===== src/rtl/turfio_cin_autotrain_if.sv =====
// Control/status bundle between the CIN autotrain sequencer and the register core / IDELAY.
interface turfio_cin_autotrain_if #(
    parameter int TAP_W = 9
);
    logic             start_i;
    logic             abort_i;
    logic             cin_err_i;
    logic             lock_status_i;
    logic             busy_o;
    logic             done_o;
    logic             fail_o;
    logic [1:0]       fail_code_o;
    logic             en_vtc_o;
    logic             delay_load_o;
    logic [TAP_W-1:0] delay_cntvaluein_o;
    logic             bitslip_rst_o;
    logic             bitslip_o;
    logic             lock_req_o;
    logic [TAP_W-1:0] eye_start_o;
    logic [TAP_W-1:0] eye_len_o;
    logic [3:0]       slip_cnt_o;

    modport master (
        input  start_i, abort_i, cin_err_i, lock_status_i,
        output busy_o, done_o, fail_o, fail_code_o, en_vtc_o, delay_load_o,
               delay_cntvaluein_o, bitslip_rst_o, bitslip_o, lock_req_o,
               eye_start_o, eye_len_o, slip_cnt_o
    );

    modport slave (
        output start_i, abort_i, cin_err_i, lock_status_i,
        input  busy_o, done_o, fail_o, fail_code_o, en_vtc_o, delay_load_o,
               delay_cntvaluein_o, bitslip_rst_o, bitslip_o, lock_req_o,
               eye_start_o, eye_len_o, slip_cnt_o
    );
endinterface


===== src/rtl/turfio_cin_autotrain.sv =====
// CIN link autotrain: IDELAY eye sweep, centre load, then bitslip until the parallelizer locks.
module turfio_cin_autotrain #(
    parameter int TAP_W     = 9,
    parameter int TAP_STEP  = 8,
    parameter int SETTLE    = 16,
    parameter int DWELL     = 1024,
    parameter int MIN_EYE   = 4,
    parameter int NSLIP     = 8,
    parameter int LOCK_WAIT = 256
) (
    input logic wb_clk_i,
    input logic wb_rst_n_i,
    turfio_cin_autotrain_if.master bus
);
    localparam int TMR_A   = (DWELL > LOCK_WAIT) ? DWELL : LOCK_WAIT;
    localparam int TMR_TOP = (TMR_A > SETTLE) ? TMR_A : SETTLE;
    localparam int TMR_W   = $clog2(TMR_TOP + 1);
    localparam int STEP_SH = $clog2(TAP_STEP);

    localparam logic [TMR_W-1:0] SETTLE_LD = TMR_W'(SETTLE - 1);
    localparam logic [TMR_W-1:0] DWELL_LD  = TMR_W'(DWELL - 1);
    localparam logic [TMR_W-1:0] LOCK_LD   = TMR_W'(LOCK_WAIT - 1);
    localparam logic [TMR_W-1:0] TMR_ONE   = TMR_W'(1);
    localparam logic [TAP_W:0]   MAX_TAP   = {1'b0, {TAP_W{1'b1}}};
    localparam logic [TAP_W:0]   STEP_X    = (TAP_W + 1)'(TAP_STEP);
    localparam logic [TAP_W-1:0] ONE_T     = TAP_W'(1);
    localparam logic [TAP_W+3:0] ONE_X     = (TAP_W + 4)'(1);
    localparam logic [TAP_W-1:0] MIN_EYE_X = TAP_W'(MIN_EYE);
    localparam logic [3:0]       SLIP_LAST = 4'(NSLIP - 1);

    typedef enum logic [3:0] {
        S_IDLE, S_VTC_OFF, S_LOAD, S_SETTLE, S_DWELL, S_EVAL, S_CENTER, S_CSETTLE,
        S_VTC_ON, S_SLIP_RST, S_LOCK_REQ, S_LOCK_WAIT, S_SLIP, S_DONE, S_FAIL
    } state_t;

    state_t           state;
    logic [TMR_W-1:0] timer;
    logic [TAP_W-1:0] tap, run_start, run_len, best_start, best_len;
    logic             err_seen;

    logic [TAP_W:0]   tap_next;
    logic             last_pt;
    logic [TAP_W-1:0] cand_len, cand_start;
    logic [TAP_W+3:0] center_x;
    logic             center_ok;

    always_comb begin
        tap_next   = {1'b0, tap} + STEP_X;
        last_pt    = tap_next > MAX_TAP;
        cand_len   = err_seen ? run_len : run_len + ONE_T;
        cand_start = (run_len == '0) ? tap : run_start;
        center_x   = {4'b0, best_start} + ((({4'b0, best_len} - ONE_X) << STEP_SH) >> 1);
        center_ok  = (center_x[TAP_W+3:TAP_W] == 4'b0);
    end

    always_ff @(posedge wb_clk_i or negedge wb_rst_n_i) begin
        if (!wb_rst_n_i) begin
            state                  <= S_IDLE;
            timer                  <= '0;
            tap                    <= '0;
            run_start              <= '0;
            run_len                <= '0;
            best_start             <= '0;
            best_len               <= '0;
            err_seen               <= 1'b0;
            bus.busy_o             <= 1'b0;
            bus.done_o             <= 1'b0;
            bus.fail_o             <= 1'b0;
            bus.fail_code_o        <= 2'd0;
            bus.en_vtc_o           <= 1'b1;
            bus.delay_load_o       <= 1'b0;
            bus.delay_cntvaluein_o <= '0;
            bus.bitslip_rst_o      <= 1'b0;
            bus.bitslip_o          <= 1'b0;
            bus.lock_req_o         <= 1'b0;
            bus.eye_start_o        <= '0;
            bus.eye_len_o          <= '0;
            bus.slip_cnt_o         <= 4'd0;
        end else begin
            bus.delay_load_o  <= 1'b0;
            bus.bitslip_rst_o <= 1'b0;
            bus.bitslip_o     <= 1'b0;
            bus.lock_req_o    <= 1'b0;
            if (bus.abort_i && bus.busy_o) begin
                state           <= S_IDLE;
                bus.busy_o      <= 1'b0;
                bus.fail_o      <= 1'b1;
                bus.fail_code_o <= 2'd3;
                bus.en_vtc_o    <= 1'b1;
            end else begin
                case (state)
                    S_IDLE: if (bus.start_i) begin
                        bus.done_o      <= 1'b0;
                        bus.fail_o      <= 1'b0;
                        bus.fail_code_o <= 2'd0;
                        bus.eye_start_o <= '0;
                        bus.eye_len_o   <= '0;
                        bus.slip_cnt_o  <= 4'd0;
                        bus.busy_o      <= 1'b1;
                        bus.en_vtc_o    <= 1'b0;
                        tap             <= '0;
                        run_start       <= '0;
                        run_len         <= '0;
                        best_start      <= '0;
                        best_len        <= '0;
                        timer           <= SETTLE_LD;
                        state           <= S_VTC_OFF;
                    end
                    S_VTC_OFF: if (timer == '0) begin
                        bus.delay_load_o       <= 1'b1;
                        bus.delay_cntvaluein_o <= tap;
                        state                  <= S_LOAD;
                    end else timer <= timer - TMR_ONE;
                    S_LOAD: begin
                        timer <= SETTLE_LD;
                        state <= S_SETTLE;
                    end
                    S_SETTLE: if (timer == '0) begin
                        err_seen <= 1'b0;
                        timer    <= DWELL_LD;
                        state    <= S_DWELL;
                    end else timer <= timer - TMR_ONE;
                    S_DWELL: begin
                        err_seen <= err_seen | bus.cin_err_i;
                        if (timer == '0) state <= S_EVAL;
                        else timer <= timer - TMR_ONE;
                    end
                    S_EVAL: begin
                        // A run closes on an error or at the sweep end; ties keep the earlier eye.
                        if (err_seen || last_pt) begin
                            run_len <= '0;
                            if (cand_len > best_len) begin
                                best_len   <= cand_len;
                                best_start <= cand_start;
                            end
                        end else begin
                            run_len   <= cand_len;
                            run_start <= cand_start;
                        end
                        if (last_pt) state <= S_CENTER;
                        else begin
                            tap                    <= tap_next[TAP_W-1:0];
                            bus.delay_load_o       <= 1'b1;
                            bus.delay_cntvaluein_o <= tap_next[TAP_W-1:0];
                            state                  <= S_LOAD;
                        end
                    end
                    S_CENTER: begin
                        bus.eye_start_o <= best_start;
                        bus.eye_len_o   <= best_len;
                        if (best_len < MIN_EYE_X || !center_ok) begin
                            bus.fail_o      <= 1'b1;
                            bus.fail_code_o <= 2'd1;
                            bus.busy_o      <= 1'b0;
                            bus.en_vtc_o    <= 1'b1;
                            state           <= S_FAIL;
                        end else begin
                            tap                    <= center_x[TAP_W-1:0];
                            bus.delay_load_o       <= 1'b1;
                            bus.delay_cntvaluein_o <= center_x[TAP_W-1:0];
                            timer                  <= SETTLE_LD;
                            state                  <= S_CSETTLE;
                        end
                    end
                    S_CSETTLE: if (timer == '0) begin
                        bus.en_vtc_o <= 1'b1;
                        state        <= S_VTC_ON;
                    end else timer <= timer - TMR_ONE;
                    S_VTC_ON: begin
                        bus.bitslip_rst_o <= 1'b1;
                        bus.slip_cnt_o    <= 4'd0;
                        state             <= S_SLIP_RST;
                    end
                    S_SLIP_RST: begin
                        bus.lock_req_o <= 1'b1;
                        state          <= S_LOCK_REQ;
                    end
                    S_LOCK_REQ: begin
                        timer <= LOCK_LD;
                        state <= S_LOCK_WAIT;
                    end
                    S_LOCK_WAIT: if (bus.lock_status_i) begin
                        bus.done_o <= 1'b1;
                        bus.busy_o <= 1'b0;
                        state      <= S_DONE;
                    end else if (timer == '0) begin
                        if (bus.slip_cnt_o < SLIP_LAST) begin
                            bus.bitslip_o <= 1'b1;
                            state         <= S_SLIP;
                        end else begin
                            bus.fail_o      <= 1'b1;
                            bus.fail_code_o <= 2'd2;
                            bus.busy_o      <= 1'b0;
                            bus.en_vtc_o    <= 1'b1;
                            state           <= S_FAIL;
                        end
                    end else timer <= timer - TMR_ONE;
                    S_SLIP: begin
                        bus.slip_cnt_o <= bus.slip_cnt_o + 4'd1;
                        bus.lock_req_o <= 1'b1;
                        state          <= S_LOCK_REQ;
                    end
                    S_DONE:  state <= S_IDLE;
                    S_FAIL:  state <= S_IDLE;
                    default: state <= S_IDLE;
                endcase
            end
        end
    end
endmodule

===== src/flat_wrapper.sv =====
// flat-port wrapper written by rule: the top's interface ports become plain ports
module turfio_cin_autotrain_flat 
#(
    parameter int TAP_W     = 9,
    parameter int TAP_STEP  = 8,
    parameter int SETTLE    = 16,
    parameter int DWELL     = 1024,
    parameter int MIN_EYE   = 4,
    parameter int NSLIP     = 8,
    parameter int LOCK_WAIT = 256
)
  (wb_clk_i, wb_rst_n_i, bus_start_i, bus_abort_i, bus_cin_err_i, bus_lock_status_i, bus_busy_o, bus_done_o, bus_fail_o, bus_fail_code_o, bus_en_vtc_o, bus_delay_load_o, bus_delay_cntvaluein_o, bus_bitslip_rst_o, bus_bitslip_o, bus_lock_req_o, bus_eye_start_o, bus_eye_len_o, bus_slip_cnt_o);
  turfio_cin_autotrain_if #(.TAP_W(TAP_W)) bus_i ();
  input logic wb_clk_i;
  input logic wb_rst_n_i;
  input wire logic [$bits(bus_i.start_i)-1:0] bus_start_i;
  input wire logic [$bits(bus_i.abort_i)-1:0] bus_abort_i;
  input wire logic [$bits(bus_i.cin_err_i)-1:0] bus_cin_err_i;
  input wire logic [$bits(bus_i.lock_status_i)-1:0] bus_lock_status_i;
  output wire logic [$bits(bus_i.busy_o)-1:0] bus_busy_o;
  output wire logic [$bits(bus_i.done_o)-1:0] bus_done_o;
  output wire logic [$bits(bus_i.fail_o)-1:0] bus_fail_o;
  output wire logic [$bits(bus_i.fail_code_o)-1:0] bus_fail_code_o;
  output wire logic [$bits(bus_i.en_vtc_o)-1:0] bus_en_vtc_o;
  output wire logic [$bits(bus_i.delay_load_o)-1:0] bus_delay_load_o;
  output wire logic [$bits(bus_i.delay_cntvaluein_o)-1:0] bus_delay_cntvaluein_o;
  output wire logic [$bits(bus_i.bitslip_rst_o)-1:0] bus_bitslip_rst_o;
  output wire logic [$bits(bus_i.bitslip_o)-1:0] bus_bitslip_o;
  output wire logic [$bits(bus_i.lock_req_o)-1:0] bus_lock_req_o;
  output wire logic [$bits(bus_i.eye_start_o)-1:0] bus_eye_start_o;
  output wire logic [$bits(bus_i.eye_len_o)-1:0] bus_eye_len_o;
  output wire logic [$bits(bus_i.slip_cnt_o)-1:0] bus_slip_cnt_o;
  assign bus_i.start_i = bus_start_i;
  assign bus_i.abort_i = bus_abort_i;
  assign bus_i.cin_err_i = bus_cin_err_i;
  assign bus_i.lock_status_i = bus_lock_status_i;
  assign bus_busy_o = bus_i.busy_o;
  assign bus_done_o = bus_i.done_o;
  assign bus_fail_o = bus_i.fail_o;
  assign bus_fail_code_o = bus_i.fail_code_o;
  assign bus_en_vtc_o = bus_i.en_vtc_o;
  assign bus_delay_load_o = bus_i.delay_load_o;
  assign bus_delay_cntvaluein_o = bus_i.delay_cntvaluein_o;
  assign bus_bitslip_rst_o = bus_i.bitslip_rst_o;
  assign bus_bitslip_o = bus_i.bitslip_o;
  assign bus_lock_req_o = bus_i.lock_req_o;
  assign bus_eye_start_o = bus_i.eye_start_o;
  assign bus_eye_len_o = bus_i.eye_len_o;
  assign bus_slip_cnt_o = bus_i.slip_cnt_o;
  turfio_cin_autotrain #(.TAP_W(TAP_W), .TAP_STEP(TAP_STEP), .SETTLE(SETTLE), .DWELL(DWELL), .MIN_EYE(MIN_EYE), .NSLIP(NSLIP), .LOCK_WAIT(LOCK_WAIT)) u_core (.wb_clk_i(wb_clk_i), .wb_rst_n_i(wb_rst_n_i), .bus(bus_i));
endmodule

===== config.mk =====
export PLATFORM = sky130hd
export DESIGN_NAME = turfio_cin_autotrain_flat
export DESIGN_NICKNAME = d
export VERILOG_FILES = /design/src/rtl/turfio_cin_autotrain_if.sv /design/src/rtl/turfio_cin_autotrain.sv /design/src/flat_wrapper.sv
export SDC_FILE = /design/constraint.sdc
export NUM_CORES = 1
export LEC_CHECK = 0
export ABC_AREA = 1
export BUFFER_PORTS_ARGS = -buffer_cell sky130_fd_sc_hd__buf_2
export CORE_ASPECT_RATIO = 1.4
export CORE_MARGIN = 2
export CORE_UTILIZATION = 45
export DETAILED_ROUTE_END_ITERATION = 7
export GPL_ROUTABILITY_DRIVEN = 0
export PLACE_DENSITY = 0.64
export SLEW_MARGIN = 10
export SYNTH_ARGS = -nofsm -noshare
export SYNTH_HDL_FRONTEND = slang
export SYNTH_SLANG_ARGS = --single-unit

===== constraint.sdc =====
create_clock -name wb_clk_i -period 3.3 [get_ports wb_clk_i]
set_input_delay 0.33 -clock wb_clk_i [delete_from_list [all_inputs] [get_ports wb_clk_i]]
set_output_delay 0.33 -clock wb_clk_i [all_outputs]
set_load 0.02 [all_outputs]

# Yosys cells after proc, flatten, opt, wreduce, memory -nomap -nowiden
# Cells that the tools add are included.
word_totals:
  ram_bits: 0
  output_inout_bits: 41
  ff_bits: 102
  rom_bits: 0
  latchBits: 0
  n_memories: 0
classes:
  n_mul: 0
  magnitude_cmp: 4
  n_bitwise: 2
  n_div: 0
  n_addsub: 6
  muxes: 82
  reduce_logical: 34
  shifts: 0
  eq_ne: 33
op_table:
  columns: ["operator", "count"]
  rows:
  - ["two-way mux 9 bit", 12]
  - ["one-hot mux 9 bit (2 select lines)", 6]
  - ["one-hot mux 11 bit (7 select lines)", 1]
  - ["two-way mux 11 bit", 5]
  - ["one-hot mux 9 bit (3 select lines)", 2]
  - ["one-hot mux 4 bit (12 select lines)", 1]
  - ["two-way mux 4 bit", 10]
  - ["two-way mux 1 bit", 29]
  - ["AND reduction 5 bit", 5]
  - ["equality test 4 bit (second input constant)", 5]
  - ["inequality test 3 x 1 -> 1 bit (second input constant)", 6]
  - ["equality test 4 x 3 -> 1 bit (second input constant)", 4]
  - ["two-way mux 2 bit", 7]
  - ["adder 9 x 12 -> 13 bit", 1]
  - ["inequality test 2 bit (second input constant)", 6]
  - ["one-hot mux 4 bit (3 select lines)", 1]
  - ["AND reduction 3 bit", 4]
  - ["AND reduction 6 bit", 2]
  - ["logical NOT 11 bit", 1]
  - ["subtractor 11 x 1 -> 11 bit (second input constant)", 1]
  - ["adder 9 x 4 -> 10 bit (second input constant)", 1]
  - ["> comparator 10 x 9 -> 1 bit (second input constant)", 1]
  - ["subtractor 9 x 1 -> 10 bit (second input constant)", 1]
  - ["adder 9 x 1 -> 9 bit (second input constant)", 1]
  - ["other kinds (31)", 48]

# Longest topological paths before layout
depth:
  ltp_word: 8
  ltp_mapped: 18

# Worst setup path after synthesis
# OpenSTA, ideal clock, no wires.
synth_timing:
  kind: "register to register"
  start: "register u_core.err_seen"
  end: "register u_core.best_start[5]"
  n_path_buf: 1
  stages_incl_launch_ff: 17
  required_ns: 3.173
  slack_ns: 0.803
  t_arrival_ns: 2.370
  cell_sequence: "dfrtp_1 inv_1 nand4_1 nor3_1 nand3_1 xor2_1 ha_1 nand2_1 nor2_1 nand2_1 o21ai_0 nand2_1 nand2_1 nand2_4 buf_4 nand2_1 o21ai_1"
synth_via:
  elab_chain_len: 4
  elab_cells_between_ends: 6
synth_lines:
  columns: ["item", "line", "rtl"]
  rows:
  - ["start, declared", "turfio_cin_autotrain.sv:39", "logic err_seen;"]
  - ["start signal, assigned", "turfio_cin_autotrain.sv:124", "err_seen <= err_seen | bus.cin_err_i;"]
  - ["two-way mux 9 bit", "turfio_cin_autotrain.sv:50", "cand_len = err_seen ? run_len : run_len + ONE_T;"]
  - ["> comparator 9 bit", "turfio_cin_autotrain.sv:132", "if (cand_len > best_len) begin"]
  - ["inequality test 2 x 1 -> 1 bit (no source line)", null, null]
  - ["AND reduction 5 bit (no source line) (*)", null, null]
  - ["end signal, assigned", "turfio_cin_autotrain.sv:134", "best_start <= cand_start;"]
  - ["end, declared", "turfio_cin_autotrain.sv:38", "logic [TAP_W-1:0] tap, run_start, run_len, best_start, best_len;"]
# Every way passes the cells marked *; elsewhere a longest branch is shown, timed or not.
# A chain may end at the register's enable or synchronous reset.

# Worst setup path after layout
layout_timing:
  start: "register u_core.best_len[1]"
  end: "register u_core.tap[2]"
layout_via:
  elab_chain_len: 7
  elab_cells_between_ends: 8
layout_lines:
  columns: ["item", "line", "rtl"]
  rows:
  - ["start, declared", "turfio_cin_autotrain.sv:38", null]
  - ["start signal, assigned", "turfio_cin_autotrain.sv:133", "best_len <= cand_len;"]
  - ["subtractor 9 x 1 -> 10 bit", "turfio_cin_autotrain.sv:52", "center_x = {4'b0, best_start} + ((({4'b0, best_len} - ONE_X) << STEP_SH) >> 1);"]
  - ["adder 9 x 12 -> 13 bit", "turfio_cin_autotrain.sv:52", null]
  - ["logical NOT 4 bit", "turfio_cin_autotrain.sv:53", "center_ok = (center_x[TAP_W+3:TAP_W] == 4'b0);"]
  - ["logical NOT 1 bit", "turfio_cin_autotrain.sv:151", "if (best_len < MIN_EYE_X || !center_ok) begin"]
  - ["logical OR 1 bit (*)", "turfio_cin_autotrain.sv:151", null]
  - ["inequality test 2 bit (no source line) (*)", null, null]
  - ["AND reduction 5 bit (no source line) (*)", null, null]
  - ["end signal, assigned", "turfio_cin_autotrain.sv:142", "tap <= tap_next[TAP_W-1:0];"]
  - ["end signal, assigned", "turfio_cin_autotrain.sv:158", "tap <= center_x[TAP_W-1:0];"]
  - ["end, declared", "turfio_cin_autotrain.sv:38", null]
# Marks and branches as above.

==> results.toml <==
[status]
run_status = "finished clean"

[hold_path]
worstHoldStart = "bus_lock_status_i"
worst_hold_check_path_type = "primary input to register"
hold_depth = 2
min_to = "u_core.bus.bitslip_o"

[floorplan]
placement_rows = 49
start_util_pct = 46.3
io-pin-count = 47
die_height_um = 141
coreArea_sq_um = 12900
die_area_sq_um = 14300
dieWidth_um = 102

[clocking]
cts_num_sinks = 102
ctsHtreeMaxLevel = 3
cts_inserted_buffers = 9
clk_transition_reported_paths_ps = 70
cts_root_buf = "clkbuf_16"
clock_network_latency_to_the_later_pin_of_the_worst_skew_pair_ps = 360
clock_path_buffers = 2
cts_tree = "yes"

[synth]
ys.warnings.count = 0
synth.top_cells.by_area = "dfrtp_1, nand2_1, nand3_1"
synth_sequential_area_ratio_pct = 42.6
post_synth.cell_area_avg_sq_um = 7.85
synth_largest_area_cell = "dfrtp_1"
syn-num-nets = 795
post_synthesis_cells = 763
synth-seq-cells = 102
synth_largest_type_area_fraction_pct = 42.2
number_of_distinct_standard_cells_referenced_by_the_synthesized_netlist = 43
netlist_area_sq_um = 5990

[layout]
fillers = 1205
layout.cells.most_common_list = "nand2_1, dfrtp_1, nand3_1"
antennaDiodeCount = 0
final_net_count = 846
area_growth_syn_to_layout_pct = 13.2
post_route_cells_drive_above_1_share_pct = 15.1
final_core_util_pct = 52.4
most_common_cell_after_layout_fill_and_taps_aside = "nand2_1"

[timing]
finalSetupViolCount = 0
period_needed_ps = 2970
report.final.slew_viol_count = 0
portion_of_the_clock_cycle_consumed_by_the_worst_path_in_the_final_layout_pct = 89.9
clock-skew-final_ps = 7.04
report.final.hold_viol_count = 0
worst_slew_margin_rel_pct = 59.4
fmax_mhz = 337
max_slew.worst_pin.slew_ps = 604

[pwr]
pwr_cell_area_nw_per_um2 = 763
total_leakage_power_nw = 3.49
ir_drop_uv = 527
power.total_mw = 5.17

[setup_path]
regToRegStartpoint = "u_core.best_len[1]"
worstPathRequired_ps = 3540
worst_setup_path_end_kind = "register"
cp_cell_sequence = "inv_1, nand3_1, nor2_1, xor2_1, inv_1, ha_1, a21oi_1, a21boi_1, nand3_1, nand2_1, nand2_1, nand2_4, buf_4, nand2_2, nand2_1, o21ai_0"
worst_r2r_path_depth = 16
critPathArrivalTime_ps = 3210
critPathMostFrequentCell = "nand2_1"
worstReg2RegEnd = "u_core.tap[2]"
critical-path-slowest-cell = "dfrtp_1"
critPathMaxStageDelay_ps = 380
setup.reg_to_reg.worst_slack_ps = 330
cp_max_fo = 10
crit_type = "register to register"
worstSetupStartpointType = "register"

[routing]
totalWireLength_um = 15000
first_iter_violations = 314
antenna_violating_nets_post_route = 0
remaining_drc_errors = 0
routed_via_density = 5.25
route.detailed.wl_per_inst_um = 15.0
via_count = 5235
detailedRoute.firstPassIterationCount = 5

[place]
portBuffers = 46
place_hpwl_um = 11400

[global_route]
antenna_found_initial = 0
gr-usage-all-layers_pct = 22.5
vias_in_the_first_global_route = 5249
grt_overflow_total = 0
grt_max_degree = 63
first_pass_grt_wire_length_um = 25200

[run]
maxcap_violations = 0
[metal layers]
layer	routed length (um)	global-route usage, %	vias to the layer above
met2	7950	38.9	106
met1	5840	26.0	2462
met5	0	0	-
met4	651	11.5	0
li1	-	-	2623
met3	554	4.39	44
[kinds of logic (layout without fill, tap and decap cells)]
family                   after synthesis  count (layout)  share of synthesized area (%)
adder cells (fa/ha/maj)               26              26                           5.55
XOR/XNOR                              22              22                           3.22
AND/OR/NAND/NOR                      401             401                           30.5
buffers and inverters                 94             150                           7.10
flip-flops                           102             102                           42.6
AO/OA/AOI/OAI                        118             118                           11.0
[worst max-delay path by stage]
| stage | from | endpoint | slack [ps] |
|---|---|---|---|
| after floorplan | u_core.err_seen | u_core.best_start[5] | 800 |
| after global placement | u_core.best_len[1] | u_core.bus.delay_cntvaluein_o[8] | 380 |
| after detailed placement | u_core.best_len[1] | u_core.bus.delay_cntvaluein_o[0] | 290 |
| after CTS | u_core.best_len[1] | u_core.bus.delay_cntvaluein_o[0] | 260 |
| after global routing | u_core.best_len[1] | u_core.tap[2] | -2 |
| final | u_core.best_len[1] | u_core.tap[2] | 330 |
[cells in the mapped netlist (all sizes together)]
cell / n
nand2: 216
dfrtp: 101
inv: 72
nor2: 71
o21ai: 71
nand3: 67
a21oi: 37
nand4: 26
ha: 25
xor2: 19
buf: 14
nor3: 12
clkbuf: 7
nor4: 4
o22ai: 3
or2: 3
xnor2: 3
a211oi: 1
a21boi: 1
a31o: 1
a31oi: 1
a32o: 1
and3: 1
clkinv: 1
dfstp: 1
fa: 1
nor3b: 1
o2111ai: 1
o31ai: 1
[cell type report]
class	count	area (sq um)	share of cell area, %
timing repair buffer	61	360	5.31
tap	178	223	3.28
sequential	102	2550	37.6
clock buffer	9	225	3.32
inverter	73	279	4.11
multi-input combinational	567	3020	44.6
clock inverter	7	120	1.77
[sequential cells by signal, indices dropped and copies added (netlist names), 2 cells and up]
name / flops
u_core.bus.fail_code_o: 2
u_core.best_start: 9
u_core.bus.eye_len_o: 9
u_core.bus.slip_cnt_o: 4
u_core.bus.eye_start_o: 9
u_core.run_start: 9
u_core.run_len: 9
u_core.best_len: 9
u_core.tap: 9
u_core.timer: 11
u_core.bus.delay_cntvaluein_o: 9
u_core.state: 4
[stage by stage]
step / setup slack [ps] / TNS, ps / hold slack [ps] / area [sq um] / std cells
6_report: 333 / 0 / 145 / 6780 / 997
3_3_place_gp: 385 / 0 / 343 / 6370 / 974
5_1_grt: -1.73 / -1.73 / 149 / 6780 / 997
3_5_place_dp: 292 / 0 / 353 / 6370 / 974
2_1_floorplan: 803 / 0 / 34.4 / 5990 / 763
4_1_cts: 263 / 0 / 139 / 6730 / 991
[worst max-delay path: cells and delay by family (launching register included)]
family / cells / cell delay, ps
xor+xnor: 1 / 170
flops: 1 / 380
simple gates: 8 / 1000
compound gates: 3 / 510
fa+ha+maj: 1 / 310
buf+inv: 3 / 460
[power by group]
part           total (mW)  internal [mW]  switching [mW]
Sequential           1.68           1.49           0.188
Clock                1.24          0.745           0.496
Combinational        2.25          0.703            1.55
Total                5.17           2.94            2.23
[what timing repair did]
item                                    4_1_cts  5_1_grt
setup buffers                                 0        6
gates resized for setup                       0        2
endpoints found under the setup margin        0       26
endpoints found under the hold margin        39        0
hold buffers                                  1        0
(Power assumes the default switching activity.)
